$ cat config.mk
export PLATFORM = sky130hd
export DESIGN_NAME = jam_perm_gen
export DESIGN_NICKNAME = d
export VERILOG_FILES = /design/src/rtl/jam_pkg.sv /design/src/rtl/jam_perm_gen.sv
export SDC_FILE = /design/constraint.sdc
export NUM_CORES = 1
export LEC_CHECK = 0
export CAP_MARGIN = 20
export CORE_MARGIN = 5
export CORE_UTILIZATION = 30
export CTS_CLUSTER_SIZE = 14
export DETAILED_ROUTE_END_ITERATION = 8
export PLACE_DENSITY = 0.57
export SETUP_SLACK_MARGIN = 0.15
export SLEW_MARGIN = 20
export SYNTH_ARGS = -nofsm -noshare
export SYNTH_HDL_FRONTEND = slang
export SYNTH_SLANG_ARGS = --single-unit
$ cat constraint.sdc
create_clock -name CLK -period 6 [get_ports CLK]
set_input_delay 1.2 -clock CLK [delete_from_list [all_inputs] [get_ports CLK]]
set_output_delay 1.2 -clock CLK [all_outputs]
set_load 0.02 [all_outputs]
$ cat src/rtl/jam_pkg.sv
// jam_pkg: sizing, permutation count and FSM states shared by the permutation source and the JAM cost stage.
package jam_pkg;
    localparam int N  = 8;
    localparam int IW = 3;
    localparam int CW = 16;

    function automatic int fact(input int n);
        int f;
        f = 1;
        for (int k = 2; k <= n; k++) f = f * k;
        return f;
    endfunction

    localparam int PERM_TOTAL = fact(N);

    typedef enum logic [2:0] {IDLE, EMIT, FIND_I, FIND_J, SWAP, REVERSE, FIN} state_e;
endpackage

$ cat src/rtl/jam_perm_gen.sv
// jam_perm_gen: emits every permutation of 0..N-1 in lexicographic order over a valid/ready port.
module jam_perm_gen #(
    parameter int N  = jam_pkg::N,
    parameter int IW = jam_pkg::IW,
    parameter int CW = jam_pkg::CW
) (
    input  logic            CLK,
    input  logic            RST_N,
    input  logic            start,
    output logic [N*IW-1:0] perm_out,
    output logic            perm_valid,
    input  logic            perm_ready,
    output logic [CW-1:0]   perm_index,
    output logic            last,
    output logic            busy,
    output logic            done
);
    import jam_pkg::*;

    localparam int          TOTAL = fact(N);
    localparam logic [IW:0] TOP   = (IW+1)'(N - 1);

    state_e        state_q, state_d;
    logic [IW-1:0] num_q [N];
    logic [IW-1:0] num_d [N];
    logic [IW:0]   i_q, i_d, j_q, j_d, lo_q, lo_d, hi_q, hi_d;
    logic [CW-1:0] idx_q, idx_d;
    logic          valid_q, valid_d, last_q, last_d, busy_q, busy_d, done_q, done_d;
    logic [IW-1:0] ia, ib, ja, la, ha;

    // Cursors carry an extra bit so hi-- at zero cannot wrap; only the low bits address the element file.
    assign ia = i_q[IW-1:0];
    assign ib = IW'(i_q + 1'b1);
    assign ja = j_q[IW-1:0];
    assign la = lo_q[IW-1:0];
    assign ha = hi_q[IW-1:0];

    always_comb begin
        state_d = state_q;
        num_d   = num_q;
        i_d     = i_q;
        j_d     = j_q;
        lo_d    = lo_q;
        hi_d    = hi_q;
        idx_d   = idx_q;
        case (state_q)
            IDLE: if (start) begin
                state_d = EMIT;
                idx_d   = '0;
                for (int k = 0; k < N; k++) num_d[k] = IW'(k);
            end
            EMIT: if (perm_ready) begin
                state_d = last_q ? FIN : FIND_I;
                i_d     = TOP - 1'b1;
            end
            FIND_I: if (num_q[ia] < num_q[ib]) begin
                state_d = FIND_J;
                j_d     = TOP;
            end else begin
                i_d = i_q - 1'b1;
            end
            FIND_J: if (num_q[ja] > num_q[ia]) state_d = SWAP;
                    else j_d = j_q - 1'b1;
            SWAP: begin
                num_d[ia] = num_q[ja];
                num_d[ja] = num_q[ia];
                lo_d      = i_q + 1'b1;
                hi_d      = TOP;
                state_d   = REVERSE;
            end
            REVERSE: if (lo_q < hi_q) begin
                num_d[la] = num_q[ha];
                num_d[ha] = num_q[la];
                lo_d      = lo_q + 1'b1;
                hi_d      = hi_q - 1'b1;
            end else begin
                idx_d   = idx_q + 1'b1;
                state_d = EMIT;
            end
            FIN:     state_d = IDLE;
            default: state_d = IDLE;
        endcase
        valid_d = state_d == EMIT;
        last_d  = state_d == EMIT && idx_d == CW'(TOTAL - 1);
        busy_d  = state_d != IDLE;
        done_d  = state_d == FIN;
    end

    always_ff @(posedge CLK or negedge RST_N) begin
        if (!RST_N) begin
            state_q <= IDLE;
            for (int k = 0; k < N; k++) num_q[k] <= IW'(k);
            i_q     <= '0;
            j_q     <= '0;
            lo_q    <= '0;
            hi_q    <= '0;
            idx_q   <= '0;
            valid_q <= 1'b0;
            last_q  <= 1'b0;
            busy_q  <= 1'b0;
            done_q  <= 1'b0;
        end else begin
            state_q <= state_d;
            num_q   <= num_d;
            i_q     <= i_d;
            j_q     <= j_d;
            lo_q    <= lo_d;
            hi_q    <= hi_d;
            idx_q   <= idx_d;
            valid_q <= valid_d;
            last_q  <= last_d;
            busy_q  <= busy_d;
            done_q  <= done_d;
        end
    end

    for (genvar k = 0; k < N; k++) begin : g_out
        assign perm_out[IW*k +: IW] = num_q[k];
    end

    assign perm_valid = valid_q;
    assign perm_index = idx_q;
    assign last       = last_q;
    assign busy       = busy_q;
    assign done       = done_q;
endmodule
# [Word level (Yosys, flattened, before mapping)]
# Index checks and enable logic that the tools add are counted.
[word_totals] register_bits=63 latchBits=0 ramBits=0 rom_bits=0 inputBits=4 out_inout_bits=44 word_cells=120 mem_count=0
[op_classes] add_sub_neg=6 mul=0 div_mod_pow=0 order_cmp=12 eq_ne=14 n_shift=0 n_mux=50 n_bitwise=5 reduce_logical=15
[op_table] op="$bwmux W24" count=4
[op_table] op="$pmux W24 S3" count=1
[op_table] op="$mux W3" count=20
[op_table] op="$mux W24" count=2
[op_table] op="$bmux W3 S3" count=5
[op_table] op="$demux W3 S3" count=4
[op_table] op="$mux W16" count=2
[op_table] op="$pmux W16 S2" count=1
[op_table] op="$pmux W4 S2" count=4
[op_table] op="$mux W4" count=6
[op_table] op="$ge A4 B4 Y1 const B" count=5
[op_table] op="$not A3 Y4" count=5
[op_table] op="$pmux W3 S6" count=1
[op_table] op="$add A16 B1 Y16 const B" count=1
[op_table] op="$eq A16 B16 Y1 const B" count=1
[op_table] op="$lt A4 B1 Y1 const B" count=4
[op_table] op="$ne A2 B2 Y1 const B" count=6
[op_table] op="$sub A4 B1 Y4 const B" count=3
[op_table] op="$eq A3 B3 Y1 const B" count=3
[op_table] op="$reduce_and A3 Y1" count=3
[op_table] op="$add A4 B1 Y4 const B" count=2
[op_table] op="$eq A3 B1 Y1 const B" count=2
[op_table] op="$eq A3 B2 Y1 const B" count=2
[op_table] op="$reduce_bool A2 Y1" count=3
[op_table] op="other kinds (7)" count=12

# [Depth between registers and ports, before layout]
[logic_depth] word_depth=10 ltp_mapped=15 mapped_depth_nobuf=13

# [Worst setup path before layout]
# OpenSTA, ideal clock, no wires.
[synth_timing] path_type="register to register" start="register i_q[0]" end="register last_q (netlist: last)" setup_ns=0.096 arrival_time_ns=3.538 setup_slack_ns=2.366 stages_incl_launch_ff=14 n_path_buf=3 path_cell_list="dfrtp_1 buf_2 buf_1 inv_1 ha_1 buf_2 mux4_2 mux2i_1 ha_1 a211oi_1 a221oi_2 nor3_2 nand4bb_1 nor4_2"
[synth_between] elab_chain_len=10
[synth_lines] element="from (decl)" line_no="jam_perm_gen.sv:26" rtl="logic [IW:0] i_q, i_d, j_q, j_d, lo_q, lo_d, hi_q, hi_d;"
[synth_lines] element="from (signal assigned)" line_no="jam_perm_gen.sv:105" rtl="i_q <= i_d;"
[synth_lines] element="$add A4 B1 Y4"
[synth_lines] element="$not A3 Y4 (not written as such)" line_no="jam_perm_gen.sv:56" rtl="FIND_I: if (num_q[ia] < num_q[ib]) begin"
[synth_lines] element="$bmux W3 S3" line_no="jam_perm_gen.sv:56"
[synth_lines] element="$mux W3 (not written as such) (2 in a row)" line_no="jam_perm_gen.sv:56"
[synth_lines] element="$lt A3 B3 Y1" line_no="jam_perm_gen.sv:56"
[synth_lines] element="$mux W3" line_no="jam_perm_gen.sv:56"
[synth_lines] element="$pmux W3 S6 (*)" line_no="jam_perm_gen.sv:46" rtl="case (state_q)"
[synth_lines] element="$eq A3 B1 Y1 (*)"
[synth_lines] element="via valid_d" line_no="jam_perm_gen.sv:28" rtl="logic valid_q, valid_d, last_q, last_d, busy_q, busy_d, done_q, done_d;"
[synth_lines] element="$logic_and A1 B1 Y1 (*)" line_no="jam_perm_gen.sv:84" rtl="last_d = state_d == EMIT && idx_d == CW'(TOTAL - 1);"
[synth_lines] element="via last_d" line_no="jam_perm_gen.sv:28"
[synth_lines] element="to (signal assigned)" line_no="jam_perm_gen.sv:111" rtl="last_q <= last_d;"
[synth_lines] element="to (decl)" line_no="jam_perm_gen.sv:28"
# The timed path passes the listed nets; every way through them passes the cells marked *. The select of a mux whose other input is x is not followed.
# A chain may end at the register's enable or synchronous reset.

# [Final worst setup path]
# Same ends and word-level chain as after synthesis.

==> results.yml <==
setup_path:
  worst_path_max_delay_cell: "dfrtp_1"
  critPathLaunchType: "register"
  critPathTopFamily: "compound AO/OA/AOI/OAI gates"
  critPathMaxFanout: 22
  endpoint: "last"
  cp_cell_sequence: "nor3_1, a22o_1, a221o_1, a211oi_2, ha_1, nor2b_1, o21a_1, o21ai_0, a221oi_2, nor3_2, nand4bb_1, nor4_2"
  timing.rr.start: "i_q[0]"
  rr_worst_depth: 12
  crit_type: "reg2reg"
  cp-startpoint: "i_q[0]"
  worst-path-buf-inv: 0
  slowest_delay_ps: 850
  rrSetupSlack_ps: 1530
  crit_required_ps: 6250
  reg2reg_to: "last"
  crit_cells: 12
  crit_arrival_ps: 4720
  end_kind: "register"
logic_synthesis:
  netlist_instances: 715
  synth_area_um2: 5620
  syn-num-nets: 733
  ys_seq_area_share_pct: 27.9
  ys_seq_elements: 62
  yosys_most_used_dff: "dfrtp_1"
  yosys_warnings: 0
  synth_edf_count: 0
  avgSynthCellArea_um2: 7.86
  synth_cell_types: 73
  ys_async_sr_fraction_pct: 100
timing:
  timing.final.crit_share_pct: 74.4
  hold_violations: 0
  rsz0062_at_grt: "false"
  holdWs_ps: 537
  skew_ps: 4.44
  relSlewSlack_pct: 36.3
  fin_ws_ps: 1530
  final.setup.tns_ps: 0
  setup_viol: 0
  tightest_slew_ps: 955
  finalCriticalPeriod_ps: 4470
  maxSlewViolCount: 0
  max_freq_mhz: 224
drt:
  wirelength_um: 21500
  firstDrtPassIters: 7
  ant_nets: 0
  drc: 0
  drt-wirelength-per-cell_um: 22.0
  drt_iter0_drc: 586
  via_per_inst: 6.04
  num_vias: 5876
finish:
  nFillCells: 1923
  layout_common_cells: "nor2_1, nand2_1, a21oi_1"
  final_common_cell: "nor2_1"
  multiInputGateArea_um2: 3750
  n_antenna_cell: 0
  nets: 752
  drive_gt1_share_pct: 9.07
  regArea_um2: 1570
  fin_cells: 973
  areaGrowthSynthToFinish_pct: 16.4
  fin_area_um2: 6540
global_routing:
  grt_pass1_vias: 5356
  track_usage_pct: 19.6
  grt_pass1_wl_um: 32800
  antenna_found_initial: 0
  grt_max_degree: 63
  grt-ovfl-total: 0
clocking:
  hold_buffers: 0
  clock-sinks: 62
  numCtsBuffers: 9
  clock_latency_ps: 350
  clockRootBuffer: "clkbuf_16"
  htreeDepth: 3
  cts_setup_buffers: 0
  path_clk_slew_ps: 60
  cts_resized: 0
  cts_tree: "built"
  clockBufferDepth: 2
pwr:
  powerDensity_nw_per_um2: 598
  ir_drop_uv: 281
  p_leak_uw: 0.00255
outcome:
  status: "complete, no violations"
placed_design:
  place_inst: 957
  dp_slack_ps: 1620
  port_buffers: 47
  dpl.hpwl_um: 14500
  dpl-instance-area_um2: 6260
  gp_congestion: 0.933
die:
  rows: 50
  die_x_um: 147
  die_h_um: 147
  dieArea_um2: 21600
  num_io_pins: 48
  core_um2: 18600
  start_util_pct: 30.3
min_path:
  hp-class: "reg2reg"
  holdPathStages: 1
run:
  maxCapViolations: 0
[through the flow]
step | utilization [%] | power (uW)
after floorplan | - | 2520
after global placement | 33.7 | 3340
after detailed placement | 33.7 | 3340
after CTS | 35.2 | 3880
after global routing | 35.2 | 4160
final | 35.2 | 3910
[cells in the mapped netlist (6+ instances only)]
| library cell | instances | share of area, % |
|---|---|---|
| nor2b_1 | 15 | 1.7 |
| o21a_1 | 10 | 1.3 |
| a21oi_1 | 54 | 4.8 |
| a22oi_1 | 9 | 1.2 |
| nor3_1 | 24 | 2.1 |
| mux2i_1 | 22 | 3.9 |
| a221oi_1 | 7 | 1.1 |
| nor2_1 | 82 | 5.5 |
| nand2b_1 | 10 | 1.1 |
| ha_1 | 14 | 3.1 |
| mux2_2 | 9 | 1.8 |
| dfstp_2 | 12 | 5.6 |
| a31oi_1 | 19 | 2.1 |
| a21o_1 | 8 | 1.1 |
| nand3_1 | 25 | 2.2 |
| a211oi_1 | 20 | 2.7 |
| o21ai_0 | 43 | 3.8 |
| buf_2 | 6 | 0.53 |
| dfrtp_1 | 50 | 22 |
| mux4_2 | 9 | 3.6 |
| and3_1 | 15 | 1.7 |
| clkbuf_1 | 38 | 2.5 |
| nand2_1 | 60 | 4.0 |
| inv_1 | 28 | 1.9 |
| o211ai_1 | 13 | 1.7 |
| o221ai_1 | 9 | 1.4 |
| and2_1 | 11 | 1.2 |
[power breakdown]
part           total [uW]  leakage (uW)  switching (uW)  internal (uW)
combinational        2310       0.00166            1370            947
sequential           1080      0.000755             509            575
clock                 515      0.000139             211            304
total                3910       0.00255            2090           1830
[area by class of cell]
class / count / share of cell area [%]
Tap cell: 234 / 4.47
Clock buffer: 12 / 3.92
Inverter: 30 / 1.72
Timing Repair Buffer: 56 / 8.15
Multi-Input combinational cell: 575 / 57.3
Sequential cell: 62 / 23.9
Clock inverter: 4 / 0.459
[cell families after synthesis]
logic type | after synthesis | share of synthesized area (%)
AO/OA/AOI/OAI | 240 | 28.8
XOR/XNOR | 4 | 0.623
adder cells (fa/ha/maj) | 14 | 3.12
buffers and inverters | 78 | 5.48
flip-flops | 62 | 27.9
multiplexers | 41 | 9.59
AND/OR/NAND/NOR | 276 | 24.5
[registers in the layout (all words and copies together) (netlist names)]
register	flops
busy	1
done	1
hi_q	4
i_q	4
j_q	3
last	1
lo_q	4
perm_index	16
perm_out	24
perm_valid	1
state_q	3
[metal layers]
metal | track usage (%) | routed length (um)
met3 | 4.87 | 1860
met2 | 29.0 | 9280
met4 | 8.67 | 935
met5 | 0 | 0
met1 | 26.9 | 9370
[worst min-delay path by stage]
stage	startpoint	to	slack (ps)
6_report	perm_index[12]	perm_index[12]	540
2_1_floorplan	lo_q[3]	lo_q[3]	500
5_1_grt	perm_index[12]	perm_index[12]	580
3_5_place_dp	perm_index[12]	perm_index[12]	530
3_3_place_gp	perm_index[12]	perm_index[12]	520
4_1_cts	perm_index[12]	perm_index[12]	540
(Power assumes the default switching activity.)
